`config.mk`:
```
export PLATFORM = sky130hd
export DESIGN_NAME = mem_read_access_flat
export DESIGN_NICKNAME = d
export VERILOG_FILES = /design/src/rtl/mem_access_pkg.sv /design/src/rtl/mem_read_access_if.sv /design/src/rtl/but_edge_sync.sv /design/src/rtl/mem_read_access.sv /design/src/flat_wrapper.sv
export SDC_FILE = /design/constraint.sdc
export NUM_CORES = 1
export LEC_CHECK = 0
export CELL_PAD_IN_SITES_DETAIL_PLACEMENT = 1
export CELL_PAD_IN_SITES_GLOBAL_PLACEMENT = 1
export CORE_MARGIN = 2
export CORE_UTILIZATION = 45
export CTS_CLUSTER_DIAMETER = 40
export CTS_CLUSTER_SIZE = 30
export DETAILED_ROUTE_END_ITERATION = 7
export DONT_BUFFER_PORTS = 1
export PLACE_DENSITY_LB_ADDON = 0.1
export SLEW_MARGIN = 25
export SYNTH_ARGS = -nofsm -noshare
export SYNTH_HDL_FRONTEND = slang
export SYNTH_SLANG_ARGS = --single-unit
```
`constraint.sdc`:
```
create_clock -name clk -period 6.25 [get_ports clk]
set_input_delay 1.875 -clock clk [delete_from_list [all_inputs] [get_ports clk]]
set_output_delay 1.875 -clock clk [all_outputs]
set_load 0.005 [all_outputs]
```
`src/rtl/mem_access_pkg.sv`:
```
// Shared types and default constants for the memory access blocks (read and write side).
package mem_access_pkg;

    localparam int          DEF_DATA_W       = 32;
    localparam int          DEF_ADDR_W       = 32;
    localparam logic [31:0] DEF_BASE_ADDR    = 32'h1000_0000;
    localparam int          DEF_BURST_WORDS  = 4;
    localparam logic [31:0] DEF_WINDOW_BYTES = 32'h0000_0100;
    localparam int          DEF_TIMEOUT_CYC  = 1024;

    typedef enum logic [1:0] {
        ST_IDLE   = 2'd0,
        ST_GO     = 2'd1,
        ST_DRAIN  = 2'd2,
        ST_FINISH = 2'd3
    } access_state_e;

    function automatic int burst_bytes(input int words, input int data_w);
        return words * data_w / 8;
    endfunction

endpackage

```
`src/rtl/mem_read_access_if.sv`:
```
// Control and user-buffer signals between the read sequencer (master) and the read master core (slave).
// Handshake: the core asserts master_user_data_available while its FIFO head is valid; the
// sequencer pops that head by holding master_user_read_buffer high for one clk, one word per high cycle.
interface mem_read_access_if #(
    parameter int DATA_W = 32,
    parameter int ADDR_W = 32
);
    logic              master_ctrl_fixed_location;
    logic [ADDR_W-1:0] master_ctrl_read_base;
    logic [ADDR_W-1:0] master_ctrl_read_length;
    logic              master_ctrl_go;
    logic              master_ctrl_done;
    logic              master_user_read_buffer;
    logic [DATA_W-1:0] master_user_buffer_output_data;
    logic              master_user_data_available;

    modport master (
        output master_ctrl_fixed_location,
        output master_ctrl_read_base,
        output master_ctrl_read_length,
        output master_ctrl_go,
        input  master_ctrl_done,
        output master_user_read_buffer,
        input  master_user_buffer_output_data,
        input  master_user_data_available
    );

    modport slave (
        input  master_ctrl_fixed_location,
        input  master_ctrl_read_base,
        input  master_ctrl_read_length,
        input  master_ctrl_go,
        output master_ctrl_done,
        input  master_user_read_buffer,
        output master_user_buffer_output_data,
        output master_user_data_available
    );

endinterface

```
`src/rtl/but_edge_sync.sv`:
```
// Two-flop synchronizer for an asynchronous button, with a one-cycle pulse on its rising edge.
module but_edge_sync (
    input  logic clk,
    input  logic reset_n,
    input  logic async_in,
    output logic rise_pulse
);

    logic sync_1;
    logic sync_2;
    logic sync_prev;

    always_ff @(posedge clk or negedge reset_n) begin
        if (!reset_n) begin
            sync_1    <= 1'b0;
            sync_2    <= 1'b0;
            sync_prev <= 1'b0;
        end else begin
            sync_1    <= async_in;
            sync_2    <= sync_1;
            sync_prev <= sync_2;
        end
    end

    assign rise_pulse = sync_2 & ~sync_prev;

endmodule

```
`src/rtl/mem_read_access.sv`:
```
// Button-triggered burst reader: starts a read master transfer, drains its FIFO,
// sums the words and steps the read base through a wrapping address window.
module mem_read_access
    import mem_access_pkg::*;
#(
    parameter int                DATA_W       = DEF_DATA_W,
    parameter int                ADDR_W       = DEF_ADDR_W,
    parameter logic [ADDR_W-1:0] BASE_ADDR    = ADDR_W'(DEF_BASE_ADDR),
    parameter int                BURST_WORDS  = DEF_BURST_WORDS,
    parameter logic [ADDR_W-1:0] WINDOW_BYTES = ADDR_W'(DEF_WINDOW_BYTES),
    parameter int                TIMEOUT_CYC  = DEF_TIMEOUT_CYC
) (
    input  logic                 clk,
    input  logic                 reset_n,
    input  logic                 but0,
    mem_read_access_if.master    bus,
    output logic [DATA_W-1:0]    rd_data,
    output logic                 rd_valid,
    output logic [DATA_W-1:0]    rd_sum,
    output logic [3:0]           led,
    output access_state_e        state_dbg
);

    localparam logic [ADDR_W-1:0] READ_LEN     = ADDR_W'(burst_bytes(BURST_WORDS, DATA_W));
    localparam logic [ADDR_W-1:0] WIN_END      = BASE_ADDR + WINDOW_BYTES;
    localparam int                WC_W         = $clog2(BURST_WORDS + 1);
    localparam int                TC_W         = $clog2(TIMEOUT_CYC + 1);
    localparam logic [WC_W-1:0]   BURST_CNT    = WC_W'(BURST_WORDS);
    localparam logic [TC_W-1:0]   TIMEOUT_LAST = TC_W'(TIMEOUT_CYC - 1);

    access_state_e      state;
    logic [ADDR_W-1:0]  read_base;
    logic [ADDR_W-1:0]  next_base;
    logic               go;
    logic [WC_W-1:0]    word_cnt;
    logic [TC_W-1:0]    cyc_cnt;
    logic [DATA_W-1:0]  sum;
    logic               done_seen;
    logic               done_lat;
    logic               err_lat;
    logic               start_pulse;
    logic               pop;
    logic               burst_full;
    logic               stray_data;

    but_edge_sync u_but_sync (
        .clk        (clk),
        .reset_n    (reset_n),
        .async_in   (but0),
        .rise_pulse (start_pulse)
    );

    assign burst_full = (word_cnt == BURST_CNT);
    assign pop        = (state == ST_DRAIN) && bus.master_user_data_available && (word_cnt < BURST_CNT);
    // Data offered when nothing should be outstanding means the core and sequencer disagree.
    assign stray_data = bus.master_user_data_available && ((state == ST_IDLE) || burst_full);
    assign next_base  = read_base + READ_LEN;

    always_ff @(posedge clk or negedge reset_n) begin
        if (!reset_n) begin
            state     <= ST_IDLE;
            read_base <= BASE_ADDR;
            go        <= 1'b0;
            word_cnt  <= '0;
            cyc_cnt   <= '0;
            sum       <= '0;
            done_seen <= 1'b0;
            done_lat  <= 1'b0;
            err_lat   <= 1'b0;
            rd_data   <= '0;
            rd_valid  <= 1'b0;
            rd_sum    <= '0;
        end else begin
            rd_valid <= pop;
            if (pop) begin
                rd_data  <= bus.master_user_buffer_output_data;
                word_cnt <= word_cnt + 1'b1;
                sum      <= sum + bus.master_user_buffer_output_data;
            end
            if (stray_data) begin
                err_lat <= 1'b1;
            end

            case (state)
                ST_IDLE: begin
                    if (start_pulse) begin
                        state     <= ST_GO;
                        go        <= 1'b1;
                        word_cnt  <= '0;
                        sum       <= '0;
                        done_seen <= 1'b0;
                        done_lat  <= 1'b0;
                        err_lat   <= 1'b0;
                    end
                end
                ST_GO: begin
                    go      <= 1'b0;
                    cyc_cnt <= '0;
                    state   <= ST_DRAIN;
                end
                ST_DRAIN: begin
                    // done may precede the last pop, so it is held until the burst is complete.
                    if (bus.master_ctrl_done) begin
                        done_seen <= 1'b1;
                    end
                    cyc_cnt <= cyc_cnt + 1'b1;
                    if (burst_full && (done_seen || bus.master_ctrl_done)) begin
                        state <= ST_FINISH;
                    end else if (cyc_cnt == TIMEOUT_LAST) begin
                        err_lat <= 1'b1;
                        state   <= ST_IDLE;
                    end
                end
                ST_FINISH: begin
                    rd_sum    <= sum;
                    done_lat  <= 1'b1;
                    read_base <= (next_base >= WIN_END) ? BASE_ADDR : next_base;
                    state     <= ST_IDLE;
                end
                default: state <= ST_IDLE;
            endcase
        end
    end

    assign bus.master_ctrl_fixed_location = 1'b0;
    assign bus.master_ctrl_read_base      = read_base;
    assign bus.master_ctrl_read_length    = READ_LEN;
    assign bus.master_ctrl_go             = go;
    assign bus.master_user_read_buffer    = pop;

    assign led       = {rd_data[0], err_lat, done_lat, (state != ST_IDLE)};
    assign state_dbg = state;

endmodule

```
`src/flat_wrapper.sv`:
```
// flat-port wrapper written by rule: the top's interface ports become plain ports
module mem_read_access_flat import mem_access_pkg::*;
#(
    parameter int                DATA_W       = DEF_DATA_W,
    parameter int                ADDR_W       = DEF_ADDR_W,
    parameter logic [ADDR_W-1:0] BASE_ADDR    = ADDR_W'(DEF_BASE_ADDR),
    parameter int                BURST_WORDS  = DEF_BURST_WORDS,
    parameter logic [ADDR_W-1:0] WINDOW_BYTES = ADDR_W'(DEF_WINDOW_BYTES),
    parameter int                TIMEOUT_CYC  = DEF_TIMEOUT_CYC
)
  (clk, reset_n, but0, rd_data, rd_valid, rd_sum, led, state_dbg, bus_master_ctrl_fixed_location, bus_master_ctrl_read_base, bus_master_ctrl_read_length, bus_master_ctrl_go, bus_master_ctrl_done, bus_master_user_read_buffer, bus_master_user_buffer_output_data, bus_master_user_data_available);
  mem_read_access_if #(.DATA_W(DATA_W), .ADDR_W(ADDR_W)) bus_i ();
  input  logic clk;
  input  logic reset_n;
  input  logic but0;
  output logic [DATA_W-1:0] rd_data;
  output logic rd_valid;
  output logic [DATA_W-1:0] rd_sum;
  output logic [3:0] led;
  output access_state_e state_dbg;
  output wire logic [$bits(bus_i.master_ctrl_fixed_location)-1:0] bus_master_ctrl_fixed_location;
  output wire logic [$bits(bus_i.master_ctrl_read_base)-1:0] bus_master_ctrl_read_base;
  output wire logic [$bits(bus_i.master_ctrl_read_length)-1:0] bus_master_ctrl_read_length;
  output wire logic [$bits(bus_i.master_ctrl_go)-1:0] bus_master_ctrl_go;
  input wire logic [$bits(bus_i.master_ctrl_done)-1:0] bus_master_ctrl_done;
  output wire logic [$bits(bus_i.master_user_read_buffer)-1:0] bus_master_user_read_buffer;
  input wire logic [$bits(bus_i.master_user_buffer_output_data)-1:0] bus_master_user_buffer_output_data;
  input wire logic [$bits(bus_i.master_user_data_available)-1:0] bus_master_user_data_available;
  assign bus_master_ctrl_fixed_location = bus_i.master_ctrl_fixed_location;
  assign bus_master_ctrl_read_base = bus_i.master_ctrl_read_base;
  assign bus_master_ctrl_read_length = bus_i.master_ctrl_read_length;
  assign bus_master_ctrl_go = bus_i.master_ctrl_go;
  assign bus_i.master_ctrl_done = bus_master_ctrl_done;
  assign bus_master_user_read_buffer = bus_i.master_user_read_buffer;
  assign bus_i.master_user_buffer_output_data = bus_master_user_buffer_output_data;
  assign bus_i.master_user_data_available = bus_master_user_data_available;
  mem_read_access #(.DATA_W(DATA_W), .ADDR_W(ADDR_W), .BASE_ADDR(BASE_ADDR), .BURST_WORDS(BURST_WORDS), .WINDOW_BYTES(WINDOW_BYTES), .TIMEOUT_CYC(TIMEOUT_CYC)) u_core (.clk(clk), .reset_n(reset_n), .but0(but0), .bus(bus_i), .rd_data(rd_data), .rd_valid(rd_valid), .rd_sum(rd_sum), .led(led), .state_dbg(state_dbg));
endmodule
```
Word-level counts from Yosys, hierarchy flattened:

Index checks and enable logic that the tools add are counted.

* bits in registers: 152
* input bits: 37
* output and inout port bits: 138
* logic and storage cells: 70

* add/subtract/negate cells: 4
* $lt $le $gt $ge: 2
* equality and inequality tests: 8
* mux-type cells: 23
* bitwise operators: 2
* reduce and logical (&&, ||, !) cells: 16

Operators with widths (number)
* 2-to-1 mux 32 bit: 4
* adder 32 bit: 1
* adder 32 x 5 -> 32 bit, second input constant: 1
* >= comparator 32 x 29 -> 1 bit, second input constant: 1
* one-hot mux 11 bit (2 select lines): 1
* adder 11 x 1 -> 11 bit, second input constant: 1
* equality test 11 x 10 -> 1 bit, second input constant: 1
* nonzero test 2 bit: 5
* 2-to-1 mux 3 bit: 3
* one-hot mux 1 bit (2 select lines): 4
* one-hot mux 2 bit (4 select lines): 1
* 2-to-1 mux 1 bit: 7
* 2-to-1 mux 2 bit: 3
* AND reduction 2 bit: 3
* equality test 2 bit, second input constant: 2
* logical AND 1 bit: 4
* adder 3 x 1 -> 3 bit, second input constant: 1
* equality test 3 bit, second input constant: 1
* less-than comparator 3 bit, second input constant: 1
* != test 3 bit, second input constant: 1
* AND reduction 3 bit: 1
* equality test 2 x 1 -> 1 bit, second input constant: 1
* logical NOT 2 bit: 1
* logical OR 1 bit: 2
* 4 further kinds: 4

Longest topological paths before layout:

Gate-level depths: netlist of the first run.

* word-level depth: 7
* mapped depth: 13

Modules after synthesis:

A second synthesis of the first run with hierarchy kept.

* cells, all modules: 946
* area total of the unflattened synthesis: 8558.2 um^2

By module, submodules not included
* mem_read_access: instances 1, cells each 942, area an instance 8469.4 um^2, sequential area each 3629.7 um^2
* but_edge_sync: instances 1, cells each 4, area an instance 88.8 um^2, sequential area each 75.1 um^2

Worst setup path before layout of the first run:

Ideal clock, no wire load.

* kind: input port to output port
* from: in bus_master_user_data_available
* to: out bus_master_user_read_buffer
* data arrival time: 2.970 ns
* data required time: 4.375 ns
* setup slack: 1.405 ns
* stages on the path: 6
* buffers on the path: 3
* path through: nand2_1 > or2_2 > clkbuf_1 > inv_1 > clkbuf_1 > clkbuf_1

* longest elaborated chain between the ends: 2

Ends and longest elaborated chain
* start: declaration: RTL line flat_wrapper.sv:28 `input wire logic [$bits(bus_i.master_user_data_available)-1:0] bus_master_user_data_available;`
* logical AND 1 bit (2 in a row): RTL line mem_read_access.sv:54 `assign pop = (state == ST_DRAIN) && bus.master_user_data_available && (word_cnt < BURST_CNT);`
* end: declaration: RTL line flat_wrapper.sv:26 `output wire logic [$bits(bus_i.master_user_read_buffer)-1:0] bus_master_user_read_buffer;`

No other way between the ends.

Worst setup path in the final report of the first run:

* from: in bus_master_user_buffer_output_data[18]
* to: reg u_core.sum[31]

* longest elaborated chain between the ends: 4

Ends and longest elaborated chain
* start: declaration: RTL line flat_wrapper.sv:27 `input wire logic [$bits(bus_i.master_user_buffer_output_data)-1:0] bus_master_user_buffer_output_data;`
* adder 32 bit *: RTL line mem_read_access.sv:78 `sum <= sum + bus.master_user_buffer_output_data;`
* 2-to-1 mux 32 bit *: RTL line mem_read_access.sv:75 `if (pop) begin`
* 2-to-1 mux 32 bit: RTL line mem_read_access.sv:86 `if (start_pulse) begin`
* 2-to-1 mux 32 bit *: RTL line mem_read_access.sv:84 `case (state)`
* end signal: assignment: RTL line mem_read_access.sv:78
* end: declaration: RTL line mem_read_access.sv:37 `logic [DATA_W-1:0] sum;`

Every way passes the cells marked *; elsewhere a longest branch is shown, timed or not.
A chain may end at the register's enable or synchronous reset.

==> run metrics, run 1 <==
status finished, final reports clean; DR pass1 iterations 5; Die Width 142 um; CP Max Fanout 6; Pwr Density 457 nW/um^2; CTS buffer count 17; Yosys cell types 63; Wirelength per Cell 19.5 um; min cycle time layout 4390 ps; VDD IR max 0.216 mV; final worst slack 1860 ps; FMAX 228 MHz; ratio of cells with drive above 1 in the final layout 8.57%; predominant post-synthesis flop cell dfrtp_1; hold_sp u_core.u_but_sync.sync_1$_DFF_PN0_; setup TNS 0 ps; port bufs 0; # fillers 2,167; area of the multi-input gates 4360 sq um; Avg Inst Size Synth 9.01 sq um; Hold Path Cell Cnt 0; CP Launch Type input port; std cell rows 50; Final setup viols 0; # hold bufs at CTS 0; placer congestion estimate 0.839; Post-synth EDFFs 0; largest net degree at the start of global routing 149; max-cap violation count 0; diode count 0; worst-path cell chain ha_1 -> a211oi_1 -> nor2_1 -> or4_1 -> a221o_1 -> o41ai_1 -> o21ai_0 -> xnor2_1 -> or3_1 -> a21oi_1; initial DRC count 282; reg2reg path depth 9; Clk pin slew, worst setup/hold paths 60 ps; Root Driver clkbuf_16; crit path DAT 4740 ps; Place WS 1440 ps; RR Endpoint u_core.bus.master_ctrl_read_base[15]$_DFFE_PN0P_; leakage 4.04 nW; clock latency on the worst-skew pair 430 ps; Post-Synthesis Cells 951; Critical-path top delay cell o41ai_1; Die H 142 um; via/cell ratio 5.81; H-tree level count 4; synth warn 0; dpl cell area 8500 sq um; FF+latch count, synth 148; final antenna-violating net count 0; flop-to-flop setup slack 2450 ps; starting density of the core 45.8%; Hold Path End u_core.u_but_sync.sync_2$_DFF_PN0_; final instance area 9080 sq um; TritonCTS clock tree yes; residual DRC count 0; Rel. slew slack 39.4%; IO Pins 175; Max Slew Vio Count 0; total number of vias 6,785; worst-case clock skew 10.5 ps; final hold viol count 0; DIE AREA 20,200 sq um; Reg2Reg Launch Point u_core.bus.master_ctrl_read_base[4]$_DFFE_PN0P_; RSZ-0062 raised after global routing no; WL final 22.7 mm; vias in the first global route 7,309; initial antenna violation count 0; post-synthesis cell area 8560 sq um; register area 3700 sq um; CTS Sinks 148; critical path data required time 6600 ps; register area share after synthesis 43.3%; Total GRT Usage 23.3%; CP top delay family compound AO/OA/AOI/OAI gates; clock buffer depth 2; share of the clock period used by the worst path 70.2%; DP HPWL 15.4 mm; Setup Buffers After CTS 0; first-pass GRT wire length 37.6 mm; CP Capture Type flop; Async S/R FF share, synth 100%; crit path buf inv count 0; synthesis-to-finish area growth 6.06%; floorplan core area 18,700 sq um; Hold/Removal Path Class flop to flop; Worst Tran Pin Value 899 ps; nets 999; post-CTS sizing 0; GR Overflow Total 0; Crit Path Category input port to flop; Max stage delay on crit path 540 ps
how the worst max path moves through the flow:
stage | start | endpoint | slack [ps] | cells after the start
6_report | bus_master_user_buffer_output_data[18] | u_core.sum[31]$_DFF_PN0_ | 1860 | 10
4_1_cts | bus_master_user_buffer_output_data[18] | u_core.sum[31]$_DFF_PN0_ | 1870 | 10
5_1_grt | bus_master_user_buffer_output_data[2] | u_core.sum[31]$_DFF_PN0_ | 1680 | 10
3_3_place_gp | bus_master_user_buffer_output_data[18] | u_core.sum[31]$_DFF_PN0_ | 1480 | 10
3_5_place_dp | bus_master_user_buffer_output_data[18] | u_core.sum[31]$_DFF_PN0_ | 1440 | 10
2_1_floorplan | bus_master_user_data_available | bus_master_user_read_buffer | 1410 | 6
cells in the mapped netlist (all sizes together), types with 7 or more instances:
master	n	area (sq um)
nand3	26	135
a31oi	10	62.6
dfrtp	147	3680
buf	60	420
a21oi	69	349
nor3	12	60.1
nor3b	7	52.6
o22ai	11	68.8
mux2	33	372
nand2b	7	51.3
nand2	179	672
nor2b	13	81.3
and3	7	43.8
o31ai	20	150
clkbuf	28	105
xor2	12	105
nor2	54	203
ha	40	500
or3	7	43.8
xnor2	17	149
a21o	9	67.6
o21ai	65	325
a211oi	15	113
inv	29	109
nand4	17	119
report_power, final:
part | total, mW | switching [mW] | internal [mW]
Sequential | 1.60 | 0.311 | 1.29
Combinational | 1.53 | 0.911 | 0.615
Clock | 1.03 | 0.419 | 0.610
kinds of logic after synthesis:
group / synth area share (%)
and+or+nand+nor: 18.7
AOI/OAI and AO/OA: 16.8
DFF: 43.3
buffers and inverters: 7.41
adders and majority gates: 6.08
muxes: 4.69
xor gates and xnor gates: 2.97
other: 0.0877
through the flow:
stage	util, %	total power [mW]	cells	hold WS [ps]
final	48.6	4.15	1168	372
after global routing	48.6	4.48	1168	389
after CTS	48.6	4.19	1168	377
after detailed placement	45.4	3.13	1136	356
after global placement	45.4	3.04	1136	344
after floorplan	-	2.76	986	331
cells in the final DEF (no fill, tap or decap), drive strengths merged, types with 3 or more instances in the layout:
master | netlist | final
inv | 29 | 31
xor2 | 12 | 12
and2 | 3 | 3
clkbuf | 28 | 21
o31ai | 20 | 20
a31oi | 10 | 10
o21a | 4 | 4
dfrtp | 147 | 147
buf | 60 | 4
o41ai | 3 | 3
nand3 | 26 | 26
or4 | 3 | 3
and4 | 5 | 5
xnor2 | 17 | 17
o21ai | 65 | 65
nand4 | 17 | 17
or3 | 7 | 7
clkinvlp | 0 | 5
conb | 2 | 37
nand2 | 179 | 179
nor3 | 12 | 12
ha | 40 | 40
o211ai | 4 | 4
nor2 | 54 | 54
nor3b | 7 | 7
a21oi | 69 | 69
mux2i | 3 | 3
a21o | 9 | 9
nor4 | 3 | 3
nand2b | 7 | 7
mux2 | 33 | 33
nor2b | 13 | 13
o22ai | 11 | 11
a211oi | 15 | 15
and3 | 7 | 7
state kept, by name (all words and copies together), names as in the netlist, 2 cells and up:
register                          flops
u_core.bus.master_ctrl_read_base     28
u_core.rd_data                       32
u_core.sum                           32
u_core.cyc_cnt                       11
u_core.rd_sum                        32
u_core.state_dbg                      2
u_core.word_cnt                       3
area by class of cell:
type                            count  share of cell area [%]
Clock buffer                       21                    5.07
Clock inverter                     11                    1.38
Tap cell                          234                    3.22
Inverter                           29                    1.20
Timing Repair Buffer                4                   0.331
Multi-Input combinational cell    721                    48.0
Sequential cell                   148                    40.8
worst register-to-register path, stage by stage, from the launching register on:
cell,delay (ps)
dfrtp_1,510
ha_1,330
and4_1,420
nand4_2,260
or4b_1,520
a211oi_1,260
o211a_1,230
a41oi_4,380
nand2b_4,410
o41ai_1,350
per-layer routing:
metal  vias to the layer above  track usage, %  part of all wire [%]  routed length (um)
li1                       3188               -                     -                   -
met1                      3400            27.5                    42                9460
met2                       162            40.9                    50               11400
met3                        35            7.07                   6.1                1390
met4                         0            7.05                   2.0                 445
met5                         -               0                     0                   0
(Power assumes the default switching activity.)
==> inputs of run 2 (changes only) <==
Clock period 6.25 ns to 4.52 ns, I/O delays scaled along.
==> run 2 against run 1 <==
Effect of this change: global-route usage down 0.20 points; critical path depth down 1; highest routed layer unchanged; register-to-register slack worse by 1700 ps; total power up 38%; flip-flop and latch count unchanged; hold slack worse by 13 ps; setup slack worse by 1100 ps; count of clock-buffer cells in the layout down 2; sequential share of layout area about the same; largest power group unchanged; core utilization about the same; wire length down 1.2%.
==> run metrics, run 2 (synthesis gave the netlist of run 1 again) <==
std cell rows 50; port bufs 0; WL final 22.5 mm; synthesis-to-finish area growth 6.11%; status finished, final reports clean; initial DRC count 237; IO Pins 175; setup TNS 0 ps; # hold bufs at CTS 0; final antenna-violating net count 0; critical path data required time 4820 ps; max-cap violation count 0; DIE AREA 20,200 sq um; VDD IR max 0.250 mV; Pwr Density 633 nW/um^2; Critical-path top delay cell dfrtp_1; nets 1,000; clock buffer depth 2; GR Overflow Total 0; floorplan core area 18,700 sq um; residual DRC count 0; Clk pin slew, worst setup/hold paths 60 ps; post-CTS sizing 0; starting density of the core 45.8%; RSZ-0062 raised after global routing no; Hold/Removal Path Class flop to flop; via/cell ratio 5.85; Die Width 142 um; CP Max Fanout 24; Total GRT Usage 23.1%; Max Slew Vio Count 0; diode count 0; cell mode on critical path and4_1; placer congestion estimate 0.833; final worst slack 730 ps; largest registers u_core.rd_data x32, u_core.rd_sum x32, u_core.sum x32; Reg2Reg Launch Point u_core.bus.master_ctrl_read_base[4]$_DFFE_PN0P_; clock latency on the worst-skew pair 430 ps; leakage 4.05 nW; CP Capture Point u_core.bus.master_ctrl_read_base[14]$_DFFE_PN0P_; Worst Tran Pin Value 841 ps; share of the clock period used by the worst path 83.9%; CTS buffer count 17; Root Driver clkbuf_16; Hold Path Cell Cnt 0; ratio of cells with drive above 1 in the final layout 8.66%; Wirelength per Cell 19.2 um; total number of vias 6,836; Die H 142 um; Power Total 5.75 mW; FMAX 264 MHz; final hold viol count 0; CP top delay family simple AND/OR/NAND/NOR gates; commonest non-fill, non-tap cell in the layout nand2_1; CP Launch Type flop; crit path buf inv count 0; H-tree level count 4; Final setup viols 0; CP Capture Type flop; crit path DAT 4090 ps; worst-case clock skew 11.6 ps; Stages on worst setup path 9; largest net degree at the start of global routing 149; highest-count cells in the layout ignoring fill and taps 179 x nand2_1, 147 x dfrtp_1, 68 x a21oi_1; Setup Buffers After CTS 0; initial antenna violation count 0; Crit Path Category flop to flop; RR Endpoint u_core.bus.master_ctrl_read_base[14]$_DFFE_PN0P_; crit path from u_core.bus.master_ctrl_read_base[4]$_DFFE_PN0P_; Max stage delay on crit path 530 ps; DP HPWL 15.8 mm; TritonCTS clock tree yes; Place WS 350 ps; worst-path cell chain ha_1 -> and4_1 -> and4_1 -> and3_1 -> nand4_1 -> a2111oi_4 -> a41oi_4 -> nand2b_4 -> o41ai_1; first-pass GRT wire length 37.4 mm; vias in the first global route 7,346; min cycle time layout 3790 ps; DR pass1 iterations 4; CTS Sinks 148; reg2reg path depth 9; Rel. slew slack 43.9%; flop-to-flop setup slack 730 ps
## run 2: area by class of cell
| cell class | count | area [sq um] |
|---|---|---|
| clock inverter | 13 | 149 |
| timing repair buffer | 5 | 37.5 |
| fill | 2176 | 9620 |
| multi-input combinational | 721 | 4360 |
| inverter | 29 | 109 |
| sequential | 148 | 3700 |
| tap | 234 | 293 |
| clock buffer | 19 | 433 |
## run 2: routing by layer
metal	GRT usage [%]	wire length (um)
met2	40.3	11300
met3	5.69	1130
met4	7.42	353
met5	0	0
met1	28.2	9670
## run 2: worst min path at each step
stage                                                  start                                 end  slack [ps]
after CTS                 u_core.u_but_sync.sync_1$_DFF_PN0_  u_core.u_but_sync.sync_2$_DFF_PN0_         360
after floorplan           u_core.u_but_sync.sync_1$_DFF_PN0_  u_core.u_but_sync.sync_2$_DFF_PN0_         330
final                     u_core.u_but_sync.sync_1$_DFF_PN0_  u_core.u_but_sync.sync_2$_DFF_PN0_         360
after global placement    u_core.u_but_sync.sync_1$_DFF_PN0_  u_core.u_but_sync.sync_2$_DFF_PN0_         340
after global routing      u_core.u_but_sync.sync_1$_DFF_PN0_  u_core.u_but_sync.sync_2$_DFF_PN0_         370
after detailed placement  u_core.u_but_sync.sync_1$_DFF_PN0_  u_core.u_but_sync.sync_2$_DFF_PN0_         340
## run 2: power by group
group	leakage, nW	internal, mW	switching [mW]
clock	0.280	0.822	0.591
combinational	1.87	0.859	1.26
sequential	1.90	1.78	0.437
total	4.05	3.46	2.29
## run 2: per-stage QoR
stage | util [%] | cells | instance area, sq um | hold WS (ps)
floorplan | - | 986 | 8700 | 331
global placement | 45.5 | 1137 | 8510 | 343
detailed placement | 45.5 | 1137 | 8510 | 340
CTS | 48.6 | 1169 | 9090 | 363
global route | 48.6 | 1169 | 9090 | 366
finish | 48.6 | 1169 | 9090 | 359
